[src/rtl/pong_pkg.sv]
// Shared types and constants for the pong match controller and its helpers.
package pong_pkg;

    // Match controller states; the encoding is visible on the debug/LED output.
    typedef enum logic [2:0] {
        IDLE  = 3'd0,
        SERVE = 3'd1,
        PLAY  = 3'd2,
        POINT = 3'd3,
        PAUSE = 3'd4,
        OVER  = 3'd5
    } match_state_t;

    // Winner flag encoding.
    localparam logic [1:0] WIN_NONE = 2'd0;
    localparam logic [1:0] WIN_P1   = 2'd1;
    localparam logic [1:0] WIN_P2   = 2'd2;

    // Default timing for a 27 MHz system clock.
    localparam int DEF_SERVE_CYCLES = 27_000_000;
    localparam int DEF_POINT_CYCLES = 54_000_000;
    localparam int DEF_WIN_SCORE    = 10;
    localparam int DEF_CNT_W        = 26;

    // Increment a score but never go past the winning score.
    function automatic logic [3:0] sat_inc(input logic [3:0] score, input logic [3:0] top);
        return (score >= top) ? top : score + 4'd1;
    endfunction

endpackage

[src/rtl/match_sequencer_if.sv]
// Bundle of the match controller's button, ball/bat control and score signals.
//
// Signalling: start_req and pause_req are single-cycle pulses sampled on every
// rising clk edge; oob/oob_right are levels, oob_right only meaningful while oob
// is high. Every output is a registered level except ball_rst and score_evt,
// which are single-cycle pulses. There is no back-pressure anywhere.
interface match_sequencer_if;
    logic       start_req;
    logic       pause_req;
    logic       oob;
    logic       oob_right;
    logic       ball_en;
    logic       ball_rst;
    logic       ball_vis;
    logic       bat_en;
    logic [3:0] p1_score;
    logic [3:0] p2_score;
    logic [1:0] winner;
    logic       score_evt;
    logic [2:0] state_o;

    // Side that supplies buttons and ball status and consumes the controls.
    modport master (
        output start_req, pause_req, oob, oob_right,
        input  ball_en, ball_rst, ball_vis, bat_en,
        input  p1_score, p2_score, winner, score_evt, state_o
    );

    // The match controller itself.
    modport slave (
        input  start_req, pause_req, oob, oob_right,
        output ball_en, ball_rst, ball_vis, bat_en,
        output p1_score, p2_score, winner, score_evt, state_o
    );
endinterface

[src/rtl/delay_timer.sv]
// Shared delay counter: counts up from 0 after a clear and flags when it has
// reached limit-1, holding there until cleared again.
module delay_timer #(
    parameter int CNT_W = 26
) (
    input  logic             clk,
    input  logic             clear,
    input  logic [CNT_W-1:0] limit,
    output logic             done
);

    logic [CNT_W-1:0] count;

    // Count up while not expired; clear wins so every state entry starts at 0.
    always_ff @(posedge clk) begin
        if (clear) begin
            count <= '0;
        end else if (!done) begin
            count <= count + CNT_W'(1);
        end
    end

    assign done = (count == limit - CNT_W'(1));

endmodule

[src/rtl/match_sequencer.sv]
// Top-level pong match controller: sequences serve, play, point delay, pause
// and game over, gates the ball/bat datapaths and owns the scores and winner.
module match_sequencer
    import pong_pkg::*;
#(
    parameter int SERVE_CYCLES = DEF_SERVE_CYCLES,
    parameter int POINT_CYCLES = DEF_POINT_CYCLES,
    parameter int WIN_SCORE    = DEF_WIN_SCORE,
    parameter int CNT_W        = DEF_CNT_W
) (
    input  logic               clk,
    input  logic               reset,
    match_sequencer_if.slave   bus
);

    localparam logic [CNT_W-1:0] SERVE_LIM = CNT_W'(SERVE_CYCLES);
    localparam logic [CNT_W-1:0] POINT_LIM = CNT_W'(POINT_CYCLES);
    localparam logic [3:0]       WIN_LIM   = 4'(WIN_SCORE);

    match_state_t     state;
    match_state_t     next_state;
    logic             point_hit;
    logic             game_clear;
    logic             timer_clear;
    logic             timer_done;
    logic [CNT_W-1:0] timer_limit;
    logic [3:0]       p1_next;
    logic [3:0]       p2_next;

    // One timer serves both SERVE and POINT; it restarts on every state change
    // and is held at 0 in states that do not time anything.
    assign timer_clear = reset || (next_state != state) ||
                         !((state == SERVE) || (state == POINT));
    assign timer_limit = (state == POINT) ? POINT_LIM : SERVE_LIM;

    delay_timer #(
        .CNT_W (CNT_W)
    ) u_timer (
        .clk   (clk),
        .clear (timer_clear),
        .limit (timer_limit),
        .done  (timer_done)
    );

    // Next-state decode; oob takes priority over a simultaneous pause in PLAY.
    always_comb begin
        next_state = state;
        point_hit  = 1'b0;
        game_clear = 1'b0;
        case (state)
            IDLE: begin
                if (bus.start_req) begin
                    next_state = SERVE;
                    game_clear = 1'b1;
                end
            end
            SERVE: begin
                if (timer_done) begin
                    next_state = PLAY;
                end
            end
            PLAY: begin
                if (bus.oob) begin
                    next_state = POINT;
                    point_hit  = 1'b1;
                end else if (bus.pause_req) begin
                    next_state = PAUSE;
                end
            end
            POINT: begin
                if (timer_done) begin
                    next_state = (bus.winner != WIN_NONE) ? OVER : SERVE;
                end
            end
            PAUSE: begin
                if (bus.pause_req) begin
                    next_state = PLAY;
                end
            end
            OVER: begin
                if (bus.start_req) begin
                    next_state = SERVE;
                    game_clear = 1'b1;
                end
            end
            default: begin
                next_state = IDLE;
            end
        endcase
    end

    // State register; reset aborts straight to IDLE.
    always_ff @(posedge clk) begin
        if (reset) begin
            state <= IDLE;
        end else begin
            state <= next_state;
        end
    end

    assign bus.state_o = state;

    // Datapath controls are registered from the next state so they line up with it.
    always_ff @(posedge clk) begin
        if (reset) begin
            bus.ball_en  <= 1'b0;
            bus.ball_rst <= 1'b0;
            bus.ball_vis <= 1'b0;
            bus.bat_en   <= 1'b0;
        end else begin
            bus.ball_rst <= (next_state == SERVE) && (state != SERVE);
            case (next_state)
                SERVE: begin
                    bus.ball_en  <= 1'b0;
                    bus.ball_vis <= 1'b1;
                    bus.bat_en   <= 1'b1;
                end
                PLAY: begin
                    bus.ball_en  <= 1'b1;
                    bus.ball_vis <= 1'b1;
                    bus.bat_en   <= 1'b1;
                end
                POINT: begin
                    bus.ball_en  <= 1'b0;
                    bus.ball_vis <= 1'b0;
                    bus.bat_en   <= 1'b1;
                end
                PAUSE: begin
                    bus.ball_en  <= 1'b0;
                    bus.ball_vis <= 1'b1;
                    bus.bat_en   <= 1'b0;
                end
                default: begin
                    bus.ball_en  <= 1'b0;
                    bus.ball_vis <= 1'b0;
                    bus.bat_en   <= 1'b0;
                end
            endcase
        end
    end

    assign p1_next = sat_inc(bus.p1_score, WIN_LIM);
    assign p2_next = sat_inc(bus.p2_score, WIN_LIM);

    // Scoring: one increment on the PLAY->POINT edge, winner flagged in the same cycle.
    always_ff @(posedge clk) begin
        if (reset || game_clear) begin
            bus.p1_score  <= 4'd0;
            bus.p2_score  <= 4'd0;
            bus.winner    <= WIN_NONE;
            bus.score_evt <= 1'b0;
        end else begin
            bus.score_evt <= point_hit;
            if (point_hit) begin
                if (bus.oob_right) begin
                    bus.p1_score <= p1_next;
                    if (p1_next == WIN_LIM) begin
                        bus.winner <= WIN_P1;
                    end
                end else begin
                    bus.p2_score <= p2_next;
                    if (p2_next == WIN_LIM) begin
                        bus.winner <= WIN_P2;
                    end
                end
            end
        end
    end

endmodule

[src/flat_wrapper.sv]
// flat-port wrapper written by rule: the top's interface ports become plain ports
module match_sequencer_flat import pong_pkg::*;
#(
    parameter int SERVE_CYCLES = DEF_SERVE_CYCLES,
    parameter int POINT_CYCLES = DEF_POINT_CYCLES,
    parameter int WIN_SCORE    = DEF_WIN_SCORE,
    parameter int CNT_W        = DEF_CNT_W
)
  (clk, reset, bus_start_req, bus_pause_req, bus_oob, bus_oob_right, bus_ball_en, bus_ball_rst, bus_ball_vis, bus_bat_en, bus_p1_score, bus_p2_score, bus_winner, bus_score_evt, bus_state_o);
  match_sequencer_if bus_i ();
  input  logic clk;
  input  logic reset;
  input wire logic [$bits(bus_i.start_req)-1:0] bus_start_req;
  input wire logic [$bits(bus_i.pause_req)-1:0] bus_pause_req;
  input wire logic [$bits(bus_i.oob)-1:0] bus_oob;
  input wire logic [$bits(bus_i.oob_right)-1:0] bus_oob_right;
  output wire logic [$bits(bus_i.ball_en)-1:0] bus_ball_en;
  output wire logic [$bits(bus_i.ball_rst)-1:0] bus_ball_rst;
  output wire logic [$bits(bus_i.ball_vis)-1:0] bus_ball_vis;
  output wire logic [$bits(bus_i.bat_en)-1:0] bus_bat_en;
  output wire logic [$bits(bus_i.p1_score)-1:0] bus_p1_score;
  output wire logic [$bits(bus_i.p2_score)-1:0] bus_p2_score;
  output wire logic [$bits(bus_i.winner)-1:0] bus_winner;
  output wire logic [$bits(bus_i.score_evt)-1:0] bus_score_evt;
  output wire logic [$bits(bus_i.state_o)-1:0] bus_state_o;
  assign bus_i.start_req = bus_start_req;
  assign bus_i.pause_req = bus_pause_req;
  assign bus_i.oob = bus_oob;
  assign bus_i.oob_right = bus_oob_right;
  assign bus_ball_en = bus_i.ball_en;
  assign bus_ball_rst = bus_i.ball_rst;
  assign bus_ball_vis = bus_i.ball_vis;
  assign bus_bat_en = bus_i.bat_en;
  assign bus_p1_score = bus_i.p1_score;
  assign bus_p2_score = bus_i.p2_score;
  assign bus_winner = bus_i.winner;
  assign bus_score_evt = bus_i.score_evt;
  assign bus_state_o = bus_i.state_o;
  match_sequencer #(.SERVE_CYCLES(SERVE_CYCLES), .POINT_CYCLES(POINT_CYCLES), .WIN_SCORE(WIN_SCORE), .CNT_W(CNT_W)) u_core (.clk(clk), .reset(reset), .bus(bus_i));
endmodule
[config.mk]
export PLATFORM = sky130hd
export DESIGN_NAME = match_sequencer_flat
export DESIGN_NICKNAME = d
export VERILOG_FILES = /design/src/rtl/pong_pkg.sv /design/src/rtl/match_sequencer_if.sv /design/src/rtl/delay_timer.sv /design/src/rtl/match_sequencer.sv /design/src/flat_wrapper.sv
export SDC_FILE = /design/constraint.sdc
export NUM_CORES = 1
export LEC_CHECK = 0
export CORE_MARGIN = 1
export CORE_UTILIZATION = 59
export DETAILED_ROUTE_END_ITERATION = 8
export GPL_TIMING_DRIVEN = 0
export HOLD_SLACK_MARGIN = 0.08
export PLACE_DENSITY = 0.85
export SETUP_SLACK_MARGIN = 0.15
export SYNTH_ARGS = -nofsm -noshare
export SYNTH_HDL_FRONTEND = slang
export SYNTH_HIERARCHICAL = 1
export SYNTH_SLANG_ARGS = --single-unit
[constraint.sdc]
create_clock -name clk -period 7.85 [get_ports clk]
set_input_delay 2.355 -clock clk [delete_from_list [all_inputs] [get_ports clk]]
set_output_delay 2.355 -clock clk [all_outputs]
set_load 0.01 [all_outputs]
==> impl_results.md, run 1 <==
- Outcome: complete, no violations
- Setup crit start: u_core/bus.state_o[1]$_SDFF_PP0_
- Share of cells above drive strength 1: 4.40%
- Row Count: 26
- CTS root buf: clkbuf_8
- Gpl congestion: 0.944
- H-tree Lvls: 2
- Ys async rst share: 0%
- Clk slew on worst S/H paths: 0.08 ns
- Syn avg cell area: 7.71 sq um
- Crit-path max FO: 23
- # IOs: 24
- Post-cts hold buffer count: 0
- Worst hold start: u_core/u_timer/count[22]$_SDFFE_PP0P_
- Cell area after layout: 3910 sq um
- Critical path class: reg -> reg
- RSZ-0062 raised after global routing: no
- Clock network power share: 39.0%
- Clock buffer depth: 2
- Total negative setup slack: 0 ns
- Setup bufs post-CTS: 0
- Nets@finish: 534
- Final Slew Violations: 0
- DR pass1 iterations: 4
- Violation count after the first detailed-routing iteration: 131
- Fmax: 188 MHz
- Final Skew: 0.00306 ns
- Die Footprint: 5690 sq um
- Setup ws final: 2.54 ns
- Critical path launch point type: register
- Period utilisation layout: 67.6%
- Initial Utilization: 62.0%
- Die Width: 75.5 microns
- Met3 GRT Util: 4.23%
- Initial antenna violation count: 0
- Primary FF master, synth: dfxtp_1
- Final Hold Viols: 0
- Post-DRT Antenna Nets: 0
- Post-place setup slack: 2.67 ns
- # setup viols final: 0
- Largest net degree at the start of global routing: 24
- Global-route usage over all layers: 28.9%
- Endpoint, Worst Hold: u_core/u_timer/count[22]$_SDFFE_PP0P_
- Die height: 75.5 microns
- CTS tree: yes
- Number of max-cap violations: 0
- P_leak: 0.00147 uW
- FILL cells: 403
- Synth area leaders: dfxtp_1 (28%), nor2_1 (5.7%), xnor2_1 (4.7%)
- Part of the power in registers: 51.7%
- Vias in the first global route: 2970
- Maximum VDD drop: 108 uV
- PortBufs: 23
- FF+latch count, synth: 44
- Slew margin rel.: 48.8%
- FF+latch area: 881 sq um
- Clk sinks: 44
- Worst endpoint required time: 8.02 ns
- Min-delay worst type: reg -> reg
- Synth unique cells: 63
- Worst Hold Path Cells: 2
- GR met2 Demand/Resource: 51.0%
- Final min period: 5.31 ns
- Cts repair resizes: 0
- Mapped Cells: 413
- Area grow syn2layout: 22.7%
- Core area: 5140 sq um
- Reg2reg path depth: 19
- Synth area leader: dfxtp_1
- Crit end category: register
- WHS: 0.511 ns
- Clock Latency Late Sink: 0.29 ns
- Sequential share of the synthesized area: 27.7%
- Comb pwr share: 9.3%
- Gr ovfl total: 0
- Mapped Area: 3180 sq um
- Multi-input gate area: 2450 sq um
- Reg2Reg Setup Slack: 2.54 ns
- Cell area power density: 112 nW/um^2
- P_int: 336 uW
- Placed Area: 3800 sq um
- WL final: 7590 microns
- DRC: 0
- Arrival @ worst endpoint: 5.48 ns
- Via density: 5.54
- M1 GR Usage: 33.7%
- YS warnings: 6
- Dpl hpwl: 5710 microns
- Wire per inst: 12.8 microns
- Via count: 3283
- First-pass GRT wire length: 12700 microns
- Reg2reg start: u_core/bus.state_o[1]$_SDFF_PP0_
- Worst-margin pin slew: 0.766 ns
- Switching Share: 23.1%
- Post-synth top area share: 27.7%
- # diodes: 0
- NetSw: 101 uW
- Most Crowded Layer GR: met2
- Post-synth EDFFs: 0
- TritonCTS Buffers: 5
- Reg-to-reg critical path endpoint: u_core/u_timer/count[0]$_SDFFE_PP0P_
## how the worst max path moves through the flow
stage / to / slack (ns) / cells past startpoint
floorplan: u_core/u_timer/count[0]$_SDFFE_PP0P_ / 3.72 / 19
global placement: u_core/u_timer/count[1]$_SDFFE_PP0P_ / 2.71 / 19
detailed placement: u_core/u_timer/count[0]$_SDFFE_PP0P_ / 2.67 / 19
CTS: u_core/u_timer/count[0]$_SDFFE_PP0P_ / 2.61 / 19
global route: u_core/u_timer/count[0]$_SDFFE_PP0P_ / 2.25 / 19
finish: u_core/u_timer/count[0]$_SDFFE_PP0P_ / 2.54 / 19
## through the flow
step,total power (uW),instances,util (%)
6_report,437,593,76.0
5_1_grt,454,593,76.0
4_1_cts,437,593,76.0
3_5_place_dp,269,585,73.9
3_3_place_gp,269,585,73.9
2_1_floorplan,259,492,-
## cells in the final DEF, fill, tap and decap left out, types with 7 or more instances in the layout
cell and instances:
xor2_1 13, nor4_1 9, nor2_1 48, inv_1 13, o21ai_1 14, nand3_1 12
nor3_1 13, xnor2_1 17, dfxtp_1 44, clkbuf_1 11, nand2b_1 8, or3_1 10
a21oi_1 28, or4_1 16, nor2b_1 7, nand2_1 21, o31ai_1 12, conb_1 81
clkdlybuf4s50_1 23, nand4_1 18
## logic make-up after synthesis
family,Yosys count,synth area share (%)
xor+xnor,30,8.25
buf+inv,32,4.60
simple gates,200,36.0
other cells,2,0.236
fa+ha+maj,6,2.36
flops,44,27.7
mux,7,2.40
compound gates,92,18.5
## critical path, cell delays in order (launching register included)
cell      delay [ns]
dfxtp_1         0.46
nor2b_1         0.34
nand2_1         0.53
inv_1           0.59
xor2_1          0.19
a2111o_1        0.41
o211ai_1        0.13
nand4_1         0.15
nor4_2          0.31
buf_4           0.23
buf_6           0.15
buf_6           0.16
and3b_1         0.20
o21ai_1         0.09
nand3_1         0.11
nor2_1          0.06
nand2_1         0.13
clkbuf_1        0.36
clkbuf_1        0.45
nor2_1          0.11
## cell type report
cell class                      instances  area share, %
Inverter                               15           1.44
Buffer                                 17           2.31
Clock buffer                            6           1.86
Multi-Input combinational cell        416           62.8
Sequential cell                        44           22.5
Clock inverter                          2          0.897
Timing Repair Buffer                   23           5.89
Tap cell                               70           2.24
## synthesized netlist by cell type (9+ instances only)
| library cell | number |
|---|---|
| a21oi_1 | 28 |
| clkbuf_1 | 10 |
| dfxtp_1 | 44 |
| inv_1 | 13 |
| nand2_1 | 21 |
| nand3_1 | 12 |
| nand4_1 | 18 |
| nor2_1 | 48 |
| nor3_1 | 13 |
| nor4_1 | 9 |
| o21ai_1 | 14 |
| o31ai_1 | 12 |
| or3_1 | 10 |
| or4_1 | 16 |
| xnor2_1 | 17 |
| xor2_1 | 13 |
## power by group through the flow
stage,Combinational (uW),Clock [uW],Sequential (uW)
after floorplan,27.5,0,232
after global placement,37.6,0,231
after detailed placement,38.5,0,231
after CTS,38.8,173,226
after global routing,46.8,181,226
final,40.6,170,226
## state kept, by name (all words and copies together), names as in the netlist, 2 cells and up
signal,flops
u_core/bus.p1_score,4
u_core/bus.p2_score,4
u_core/bus.state_o,3
u_core/bus.winner,2
u_core/u_timer/count,26
## routing by layer
metal	share of wire, %	vias to the layer above
li1	-	1683
met1	44	1483
met2	48	94
met3	4.0	23
met4	3.6	0
met5	0	-
No activity file was read; power rests on OpenSTA's default activity.
==> run 2: changes to the inputs <==
Clock period 7.85 ns to 5.3 ns, I/O delays scaled along.
==> run 2 against run 1 <==
Wire length barely moved. Die area unchanged. Critical path type unchanged. Critical endpoint unchanged. Clock power grew 48%. Total power up 48%. Non-clock buffer count is the same.
==> impl_results.md, run 2 (synthesized netlist as in run 1, its figures left out) <==
- Number of max-cap violations: 0 (unchanged)
- CTS root buf: clkbuf_8
- Wire per inst: 12.8 microns (about the same)
- TritonCTS Buffers: 5 (unchanged)
- Violation count after the first detailed-routing iteration: 131 (unchanged)
- Arrival @ worst endpoint: 5.06 ns (-0.42 ns)
- Initial Utilization: 62.0% (unchanged)
- Most common cell after layout, fill and taps aside: conb_1
- Largest regs: u_core/u_timer/count: 26 flops, u_core/bus.p1_score: 4 flops, u_core/bus.p2_score: 4 flops
- DR pass1 iterations: 4 (unchanged)
- Reg-to-reg critical path endpoint: u_core/u_timer/count[0]$_SDFFE_PP0P_
- DRC: 0 (unchanged)
- # diodes: 0 (unchanged)
- Comb pwr share: 9.3% (about the same)
- Critical path launch point type: register
- Final Slew Violations: 0 (unchanged)
- Reg with most FFs: u_core/u_timer/count
- Post-DRT Antenna Nets: 0 (unchanged)
- Via count: 3283 (unchanged)
- CTS tree: yes
- Multi-input gate area: 2460 sq um (+0.10%)
- Vias in the first global route: 2970 (unchanged)
- Reg2reg path depth: 19 (unchanged)
- # IOs: 24 (unchanged)
- P_leak: 0.00146 uW (-0.64%)
- Dpl hpwl: 5710 microns (unchanged)
- P_int: 498 uW (+48%)
- Worst hold start: u_core/u_timer/count[22]$_SDFFE_PP0P_
- Clock Latency Late Sink: 0.29 ns (about the same)
- Largest net degree at the start of global routing: 24 (unchanged)
- Cts repair resizes: 2 (+2)
- Core area: 5140 sq um (unchanged)
- Reg2reg start: u_core/bus.state_o[1]$_SDFF_PP0_
- CP max stage cell: dfxtp_1
- Via density: 5.54 (unchanged)
- Global-route usage over all layers: 28.9% (unchanged)
- Final Skew: 0.00306 ns (unchanged)
- Die Width: 75.5 microns (unchanged)
- Endpoint, Worst Hold: u_core/u_timer/count[22]$_SDFFE_PP0P_
- Final min period: 4.89 ns (-0.417 ns)
- Crit-path max FO: 23 (unchanged)
- Part of the power in registers: 51.7% (about the same)
- Post-cts hold buffer count: 0 (unchanged)
- PortBufs: 23 (unchanged)
- NetSw: 149 uW (+48%)
- Critical-path cell list: nor2b_1, nand2_2, clkinvlp_4, xor2_1, a2111o_1, o211ai_1, nand4_1, nor4_2, buf_4, buf_6, buf_6, and3b_1, o21ai_1, nand3_1, nor2_1, nand2_1, clkbuf_1, clkbuf_1, nor2_1
- Switching Share: 23.1% (about the same)
- Total negative setup slack: 0 ns (unchanged)
- Critical path class: reg -> reg
- First-pass GRT wire length: 12700 microns (unchanged)
- Outcome: complete, no violations
- Period utilisation layout: 92.3% (+25 points)
- Row Count: 26 (unchanged)
- Gpl congestion: 0.944 (unchanged)
- Largest register FFs: 26 (unchanged)
- Maximum VDD drop: 160 uV (+48%)
- Worst stage delay on the critical path: 0.46 ns (-0.13 ns)
- Clk slew on worst S/H paths: 0.08 ns (about the same)
- Worst endpoint required time: 5.47 ns (-2.55 ns)
- Die height: 75.5 microns (unchanged)
- WL final: 7590 microns (about the same)
- Final Hold Viols: 0 (unchanged)
- Crit end category: register
- Clock buffer depth: 2 (unchanged)
- Area grow syn2layout: 22.9%
- Min-delay worst type: reg -> reg
- Initial antenna violation count: 0 (unchanged)
- Nets@finish: 534 (unchanged)
- Gr ovfl total: 0 (unchanged)
- FILL cells: 404 (+0.25%)
- Setup bufs post-CTS: 0 (unchanged)
- Clock network power share: 39.0% (about the same)
- Worst-margin pin slew: 0.717 ns (-0.0488 ns)
- FF+latch area: 881 sq um (unchanged)
- Clk sinks: 44 (unchanged)
- Cell area power density: 165 nW/um^2 (+48%)
- Share of cells above drive strength 1: 4.78% (+0.38 points)
- RSZ-0062 raised after global routing: no
- H-tree Lvls: 2 (unchanged)
- Fin util: 76.1% (+0.12 points)
- Worst Hold Path Cells: 2 (unchanged)
- Most frequent cells in the layout: conb_1 (81), nor2_1 (48), dfxtp_1 (44), a21oi_1 (28), clkdlybuf4s50_1 (23)
- Reg2Reg Setup Slack: 0.41 ns (-2.13 ns)
- Slew margin rel.: 51.8% (+2.9 points)
- Fmax: 204 MHz (+8.5%)
- Die Footprint: 5690 sq um (unchanged)
- # setup viols final: 0 (unchanged)
-- run 2: cell count changes in the layout (fill, tap and decap cells not counted) --
| cell | previous run | this run |
|---|---|---|
| clkinvlp_4 | 0 | 1 |
| inv_1 | 13 | 12 |
| nand2_1 | 21 | 20 |
| nand2_2 | 0 | 1 |
-- run 2: worst max-delay path: cells and delay by family, from the launching register on --
kind                   cells  cell delay [ns]
AO/OA/AOI/OAI              3             0.62
XOR/XNOR                   1             0.15
buffers and inverters      6             1.72
flip-flops                 1             0.46
AND/OR/NAND/NOR            9             1.79
-- run 2: final cells by class --
class | count | area share, %
inverter | 15 | 1.54
clock buffer | 6 | 1.85
clock inverter | 2 | 0.895
multi-input combinational | 416 | 62.8
buffer | 17 | 2.30
tap | 70 | 2.24
sequential | 44 | 22.5
timing repair buffer | 23 | 5.88
-- run 2: worst max-delay path by stage --
stage	startpoint	endpoint	slack, ns	cells after the start
4_1_cts	u_core/bus.state_o[1]$_SDFF_PP0_	u_core/u_timer/count[0]$_SDFFE_PP0P_	0.47	19
2_1_floorplan	u_core/bus.state_o[1]$_SDFF_PP0_	u_core/u_timer/count[0]$_SDFFE_PP0P_	1.17	19
3_5_place_dp	u_core/bus.state_o[1]$_SDFF_PP0_	u_core/u_timer/count[0]$_SDFFE_PP0P_	0.12	19
6_report	u_core/bus.state_o[1]$_SDFF_PP0_	u_core/u_timer/count[0]$_SDFFE_PP0P_	0.41	19
3_3_place_gp	u_core/bus.state_o[1]$_SDFF_PP0_	u_core/u_timer/count[1]$_SDFFE_PP0P_	0.16	19
5_1_grt	u_core/bus.state_o[1]$_SDFF_PP0_	u_core/u_timer/count[0]$_SDFFE_PP0P_	0.15	19
-- run 2: stage by stage --
step                      setup WS [ns]  total power, uW  std cells  hold WS, ns  area, sq um
after floorplan                    1.17              384        492        0.464         3480
after global placement            0.156              398        585        0.489         3800
after detailed placement          0.122              399        585        0.502         3800
after CTS                         0.474              648        593        0.515         3910
after global routing              0.155              672        593        0.547         3910
final                             0.410              647        593        0.511         3910
-- run 2: power by group through the flow --
stage	Clock, uW	Combinational (uW)	Sequential [uW]
2_1_floorplan	0	40.8	343
3_3_place_gp	0	55.7	342
3_5_place_dp	0	57.0	342
4_1_cts	256	57.5	334
5_1_grt	268	69.4	335
6_report	252	60.2	334
-- run 2: per-layer routing --
metal  global-route usage [%]  routed length [microns]  vias up
met2                     51.0                     3680       94
met1                     33.7                     3330     1483
met5                        0                        0        -
li1                         -                        -     1683
met3                     4.23                      306       23
met4                     15.8                      273        0
